<file path="src/rtl/serial_adder.sv">
// serial_adder: bit-serial adder for WIDTH-bit operands with carry-in.
//
// One full-adder cell and a carry flop produce one sum bit per clock, LSB first.
// A start/busy/done handshake frames each operation:
//   - start is accepted in IDLE or DONE.
//   - busy is high for WIDTH cycles.
//   - done pulses for one cycle when sum/cout/overflow update.
// Results hold until the next done, so they stay stable while an operation runs.
//
// Optional feature (compile-time macro):
//   SERIAL_ADDER_SUB_EN - when defined, sub=1 at start latches ~b and ~cin,
//                         so the result is a - b - cin. When undefined, the
//                         sub input is not used and the block always adds.
//
// Parameters:
//   WIDTH     operand/result width, legal range 2..32
//
// Ports:
//   clk       rising-edge clock
//   rst_n     asynchronous active-low reset
//   start     operation request, sampled while busy=0
//   a, b      operands, sampled with start
//   cin       carry-in, sampled with start
//   sub       subtract select, sampled with start (see SERIAL_ADDER_SUB_EN)
//   sum       result register
//   cout      carry out of the MSB (in subtract mode, 1 means no borrow)
//   overflow  signed overflow: carry into MSB XOR carry out of MSB
//   busy      operation in progress (registered, high exactly in RUN)
//   done      one-cycle pulse, results valid
module serial_adder #(
    parameter int unsigned WIDTH = 8
) (
    input  logic             clk,
    input  logic             rst_n,
    input  logic             start,
    input  logic [WIDTH-1:0] a,
    input  logic [WIDTH-1:0] b,
    input  logic             cin,
    input  logic             sub,
    output logic [WIDTH-1:0] sum,
    output logic             cout,
    output logic             overflow,
    output logic             busy,
    output logic             done
);

    localparam int unsigned CntW = $clog2(WIDTH) + 1;
    localparam logic [CntW-1:0] LastBit = CntW'(WIDTH - 1);

    typedef enum logic [1:0] {
        StIdle,
        StRun,
        StDone
    } state_e;

    state_e           state_q;
    logic [WIDTH-1:0] a_q;
    logic [WIDTH-1:0] b_q;
    logic [WIDTH-1:0] acc_q;
    logic             carry_q;
    logic [CntW-1:0]  cnt_q;

    // Operand conditioning at latch time.
    logic [WIDTH-1:0] b_load;
    logic             c_load;

`ifdef SERIAL_ADDER_SUB_EN
    // Two's-complement subtract: a + ~b + ~cin = a - b - cin.
    assign b_load = sub ? ~b : b;
    assign c_load = sub ? ~cin : cin;
`else
    assign b_load = b;
    assign c_load = cin;
    logic unused_sub;
    assign unused_sub = sub;
`endif

    // The single full-adder cell.
    logic bit_s;
    logic bit_c;
    assign bit_s = a_q[0] ^ b_q[0] ^ carry_q;
    assign bit_c = (a_q[0] & b_q[0]) | (a_q[0] & carry_q) | (b_q[0] & carry_q);

    logic last_bit;
    assign last_bit = (cnt_q == LastBit);

    // The accumulator shifts right every bit, so after the last shift its LSB
    // position never holds a result bit; the final sum is formed from the
    // incoming bit plus the upper WIDTH-1 accumulator bits.
    logic [WIDTH-1:0] acc_next;
    assign acc_next = {bit_s, acc_q[WIDTH-1:1]};

    logic unused_acc_lsb;
    assign unused_acc_lsb = acc_q[0];

    always_ff @(posedge clk or negedge rst_n) begin
        if (!rst_n) begin
            state_q  <= StIdle;
            a_q      <= '0;
            b_q      <= '0;
            acc_q    <= '0;
            carry_q  <= 1'b0;
            cnt_q    <= '0;
            sum      <= '0;
            cout     <= 1'b0;
            overflow <= 1'b0;
            busy     <= 1'b0;
            done     <= 1'b0;
        end else begin
            case (state_q)
                StRun: begin
                    a_q     <= a_q >> 1;
                    b_q     <= b_q >> 1;
                    carry_q <= bit_c;
                    acc_q   <= acc_next;
                    cnt_q   <= cnt_q + 1'b1;
                    if (last_bit) begin
                        // carry_q here is the carry into the MSB.
                        sum      <= acc_next;
                        cout     <= bit_c;
                        overflow <= carry_q ^ bit_c;
                        state_q  <= StDone;
                        busy     <= 1'b0;
                        done     <= 1'b1;
                    end
                end
                default: begin
                    // IDLE and DONE both accept a new operation; DONE with
                    // start goes straight back to RUN for back-to-back use.
                    done <= 1'b0;
                    if (start) begin
                        a_q     <= a;
                        b_q     <= b_load;
                        carry_q <= c_load;
                        cnt_q   <= '0;
                        state_q <= StRun;
                        busy    <= 1'b1;
                    end else begin
                        state_q <= StIdle;
                    end
                end
            endcase
        end
    end

endmodule
</file>
<file path="config.mk">
export PLATFORM = sky130hd
export DESIGN_NAME = serial_adder
export DESIGN_NICKNAME = d
export VERILOG_FILES = /design/src/rtl/serial_adder.sv
export SDC_FILE = /design/constraint.sdc
export NUM_CORES = 1
export LEC_CHECK = 0
export CORE_MARGIN = 2
export CORE_UTILIZATION = 46
export CTS_BUF_LIST = sky130_fd_sc_hd__clkbuf_16
export CTS_CLUSTER_DIAMETER = 100
export DETAILED_ROUTE_END_ITERATION = 12
export GPL_TIMING_DRIVEN = 0
export PLACE_DENSITY_LB_ADDON = 0.15
export SETUP_SLACK_MARGIN = 0.3
export SLEW_MARGIN = 20
export SYNTH_ARGS = -nofsm -noshare
export SYNTH_HDL_FRONTEND = slang
export SYNTH_SLANG_ARGS = --single-unit
export TNS_END_PERCENT = 50
</file>
<file path="constraint.sdc">
create_clock -name clk -period 1.3 [get_ports clk]
set_input_delay 0.13 -clock clk [delete_from_list [all_inputs] [get_ports clk]]
set_output_delay 0.13 -clock clk [all_outputs]
set_load 0.03 [all_outputs]
</file>
==> Word level (Yosys, flattened, before mapping) <==
Index checks and enable logic that the tools add are counted.
{ "word_totals": {"register_bits": 43, "latch_bits": 0, "ram_bits": 0, "romBits": 0, "in_bits": 21, "out_inout_bits": 12, "elab_cells": 42, "mem_count": 0} }
{ "op_classes": {"n_addsub": 1, "multipliers": 0, "div": 0, "order_cmp": 0, "n_eq_ne": 3, "shifts": 0, "mux": 16, "bitwise_logic": 8, "reduce_logical": 3} }
{ "op_table": {"columns": ["op", "n"], "rows": [
  ["$mux W8", 4],
  ["$mux W1", 8],
  ["$mux W4", 2],
  ["$add A4 B1 Y4 const B", 1],
  ["$eq A4 B3 Y1 const B", 1],
  ["$mux W2", 2],
  ["$reduce_and A2 Y1", 2],
  ["$and A1 B1 Y1", 3],
  ["$xor A1 B1 Y1", 3],
  ["$eq A2 B1 Y1 const B", 1],
  ["$ne A2 B2 Y1 const B", 1],
  ["$or A1 B1 Y1", 2],
  ["$reduce_bool A2 Y1", 1]
]} }

==> Depth between registers and ports, before layout <==
{ "logic_depth": {"word_depth": 4, "mapped_depth": 5, "depth_no_buf": 4} }

==> Worst setup path before layout <==
Ideal clock, no wire load.
{ "synth_path": {"kind": "register -> register", "startpoint": "register, netlist name done", "endpoint": "register sum[0]", "setup_ns": 0.125, "t_arrival_ns": 1.389, "t_required_ns": 1.175, "setup_slack_ns": -0.214, "path_stages_with_launch": 5, "path_buffers": 1, "synth_period_minus_slack_ns": 1.514, "path_cell_list": "dfrtp_1 > nand2b_4 > nor3_4 > buf_6 > mux2_4"} }
{ "synth_lines": {"columns": ["element", "line", "rtl"], "rows": [
  ["to (signal assigned)", "119", "sum <= acc_next;"],
  ["to (decl)", "40", "output logic [WIDTH-1:0] sum,"]
]} }

==> Final worst setup path <==
{ "layout_path": {"startpoint": "register cnt_q[1]", "endpoint": "register sum[7]"} }
{ "layout_via": {"elab_chain_len": 2} }
{ "layout_rtl": {"columns": ["element", "line", "rtl"], "rows": [
  ["from (decl)", "61", "logic [CntW-1:0] cnt_q;"],
  ["from (signal assigned)", "116", "cnt_q <= cnt_q + 1'b1;"],
  ["$eq A4 B3 Y1", "85", "assign last_bit = (cnt_q == LastBit);"],
  ["$reduce_and A2 Y1 (no source line)", null, null]
]} }
No other way between the ends.
A chain may end at the register's enable or synchronous reset.

==> impl_metrics.toml <==
[placed_design]
dp_hpwl_um = 2460
dp.cells = 232
dpl-instance-area_um2 = 2200
numPortBuffers = 31
pre_cts_slack_ns = -0.283
gp_congestion = 0.728

[global_route]
grt_antenna_before_repair = 0
grt_pass1_wl_um = 6400
grt_pass1_vias = 1380
grt_use_total_pct = 19.9
grt_overflow_total = 0
grt_max_degree = 28

[logic_synthesis]
netlist_instances = 152
syn-num-nets = 175
synth_area_um2 = 1780
yosysSeqAreaShare_pct = 57.7
yosys_register_bits = 41
syn_area_per_cell_um2 = 11.7
synth_cell_types = 19
ys.warnings.count = 0

[sta]
period_minus_slack_ns = 1.38
fmax_ghz = 0.723
tightest_slew_ns = 0.375
rsz0062_at_grt = "yes"
whs_ns = 0.304
period_share_pct = 106
max_slew_margin_pct = 75.0
setup_viol = 13
skew_ns = 0.00325
final.setup.tns_ns = -0.747
final.setup.worst_slack_ns = -0.0822
slew_viol_final = 0
hold_viol = 0

[finish]
drive_gt1_share_pct = 48.8
post-route-cell-area_um2 = 2770
fin_nets = 233
syn_to_final_growth_pct = 55.6
fin_util_pct = 75.0
stdcell_count = 259
final_common_cell = "dfrtp_1"
mostFrequentLayoutCells = "dfrtp_1, mux2i_1, clkdlybuf4s50_1, nand2_2, nand2_1"
num_antenna_cells = 0

[critical_path]
cp-end-kind = "register"
cp.required_ns = 1.46
reg2reg_slack_ns = -0.08
crit_type = "register to register"
critPathMaxFanout = 8
endpoint = "sum[7]"
cp.arrival_ns = 1.54
r2r_end = "sum[7]"
crit_start = "cnt_q[1]"
reg2reg_depth = 5
r2r_start = "cnt_q[1]"
worst_setup_path_start_kind = "register"

[die]
row_count = 22
core_area_um2 = 3690
initial_utilization_pct = 48.2
fp.dieW_um = 66.2
dieArea_um2 = 4380
ios = 33
die_h_um = 66.2

[drt]
num_vias = 1332
wire_per_inst_um = 16.4
first_pass_iters = 4
drc = 0
routed_wl_um = 4250
drtIter0Drc = 81
vias_per_cell = 5.14
postRouteAntennaNets = 0

[clock_tree]
clk_path_buf_depth = 2
cts-root-buf = "clkbuf_16"
clk_latency_ns = 0.28
cts_max_level = 2
cts.sinks = 41
clk_pin_slew_ns = 0.06
cts_tree = "built"
cts-buffers-inserted = 5

[pwr]
ir_drop_mv = 1.20
power.total_mw = 7.24
p_leak_nw = 1.35
power.density_nw_per_um2 = 2620

[run_status]
status = "complete, but fails checks"
violations = "setup timing"

[min_path]
hp-class = "input pin to async pin"

[run]
maxCapViolCount = 0
## cell families (layout without fill, tap and decap cells)
logic type	count (synthesis)	count (layout)	share of synthesized area, %
multiplexers	30	30	19.2
AO/OA/AOI/OAI	17	17	4.79
buffers and inverters	9	68	2.74
XOR/XNOR	2	2	0.985
flip-flops	41	41	57.7
adder cells (fa/ha/maj)	2	2	1.83
AND/OR/NAND/NOR	51	51	12.7
## flip-flops by register name, summed over array words and instances, names as in the netlist, 4 cells and up
signal / count
a_q: 8
b_q: 8
sum: 8
acc_q: 7
cnt_q: 4
## Yosys cell counts
library cell | instances | area share [%]
o21ai_0 | 16 | 4.5
mux2_4 | 7 | 5.9
buf_6 | 1 | 0.63
nand3b_1 | 2 | 0.84
dfrtp_1 | 41 | 58
ha_1 | 1 | 0.70
nor2_1 | 5 | 1.1
nand3_1 | 1 | 0.28
mux2_2 | 5 | 3.2
fa_1 | 1 | 1.1
mux2i_1 | 18 | 10
clkbuf_1 | 2 | 0.42
buf_2 | 6 | 1.7
a21oi_1 | 1 | 0.28
xor2_1 | 2 | 0.99
nor3_4 | 1 | 0.92
nand2b_4 | 1 | 0.77
nand2_1 | 40 | 8.4
and2b_1 | 1 | 0.42
## worst min-delay path by stage
stage / startpoint / endpoint / slack [ns] / depth (start not counted)
finish: rst_n / sum[0] / 0.30 / 2
global route: rst_n / b_q[4] / 0.33 / 2
CTS: rst_n / a_q[7] / 0.31 / 2
detailed placement: rst_n / sum[0] / 0.07 / 1
global placement: acc_q[1] / acc_q[1] / 0.46 / 2
floorplan: rst_n / a_q[0] / -0.17 / 0
## where the power goes
group | leakage (nW) | switching, mW | total [mW] | internal, mW
clock network | 0.0776 | 0.458 | 1.15 | 0.690
registers | 0.524 | 0.469 | 2.30 | 1.83
logic | 0.744 | 1.81 | 3.79 | 1.98
total | 1.35 | 2.73 | 7.24 | 4.51
## layer usage
metal | GRT usage [%] | share of wire, % | vias to the layer above
li1 | - | - | 629
met2 | 36.0 | 54 | 29
met1 | 22.8 | 41 | 665
met3 | 4.26 | 3.8 | 9
met4 | 7.40 | 1.9 | 0
met5 | 0 | 0 | -
## final cells by class
class / count / area, um2
Multi-Input combinational cell: 102 / 915
Timing Repair Buffer: 51 / 500
Buffer: 9 / 128
Clock buffer: 5 / 125
Sequential cell: 41 / 1030
Tap cell: 48 / 60.1
Fill cell: 256 / 922
Clock inverter: 3 / 11.3
## critical path, stage by stage, from the launching register on
cell and delay (ns):
dfrtp_1 0.40, ha_4 0.16, nand2_2 0.05, nor3_4 0.16
buf_6 0.19, mux2_4 0.31
## what timing repair did
action | CTS | global route
pin swaps | 6 | 16
hold buffers | 1 | 0
endpoints found under the setup margin | 53 | 44
buffers inserted | 8 | 5
endpoints found under the hold margin | 14 | 0
resized for setup | 97 | 49
gates cloned | 1 | 4
No activity file was read; power rests on OpenSTA's default activity.
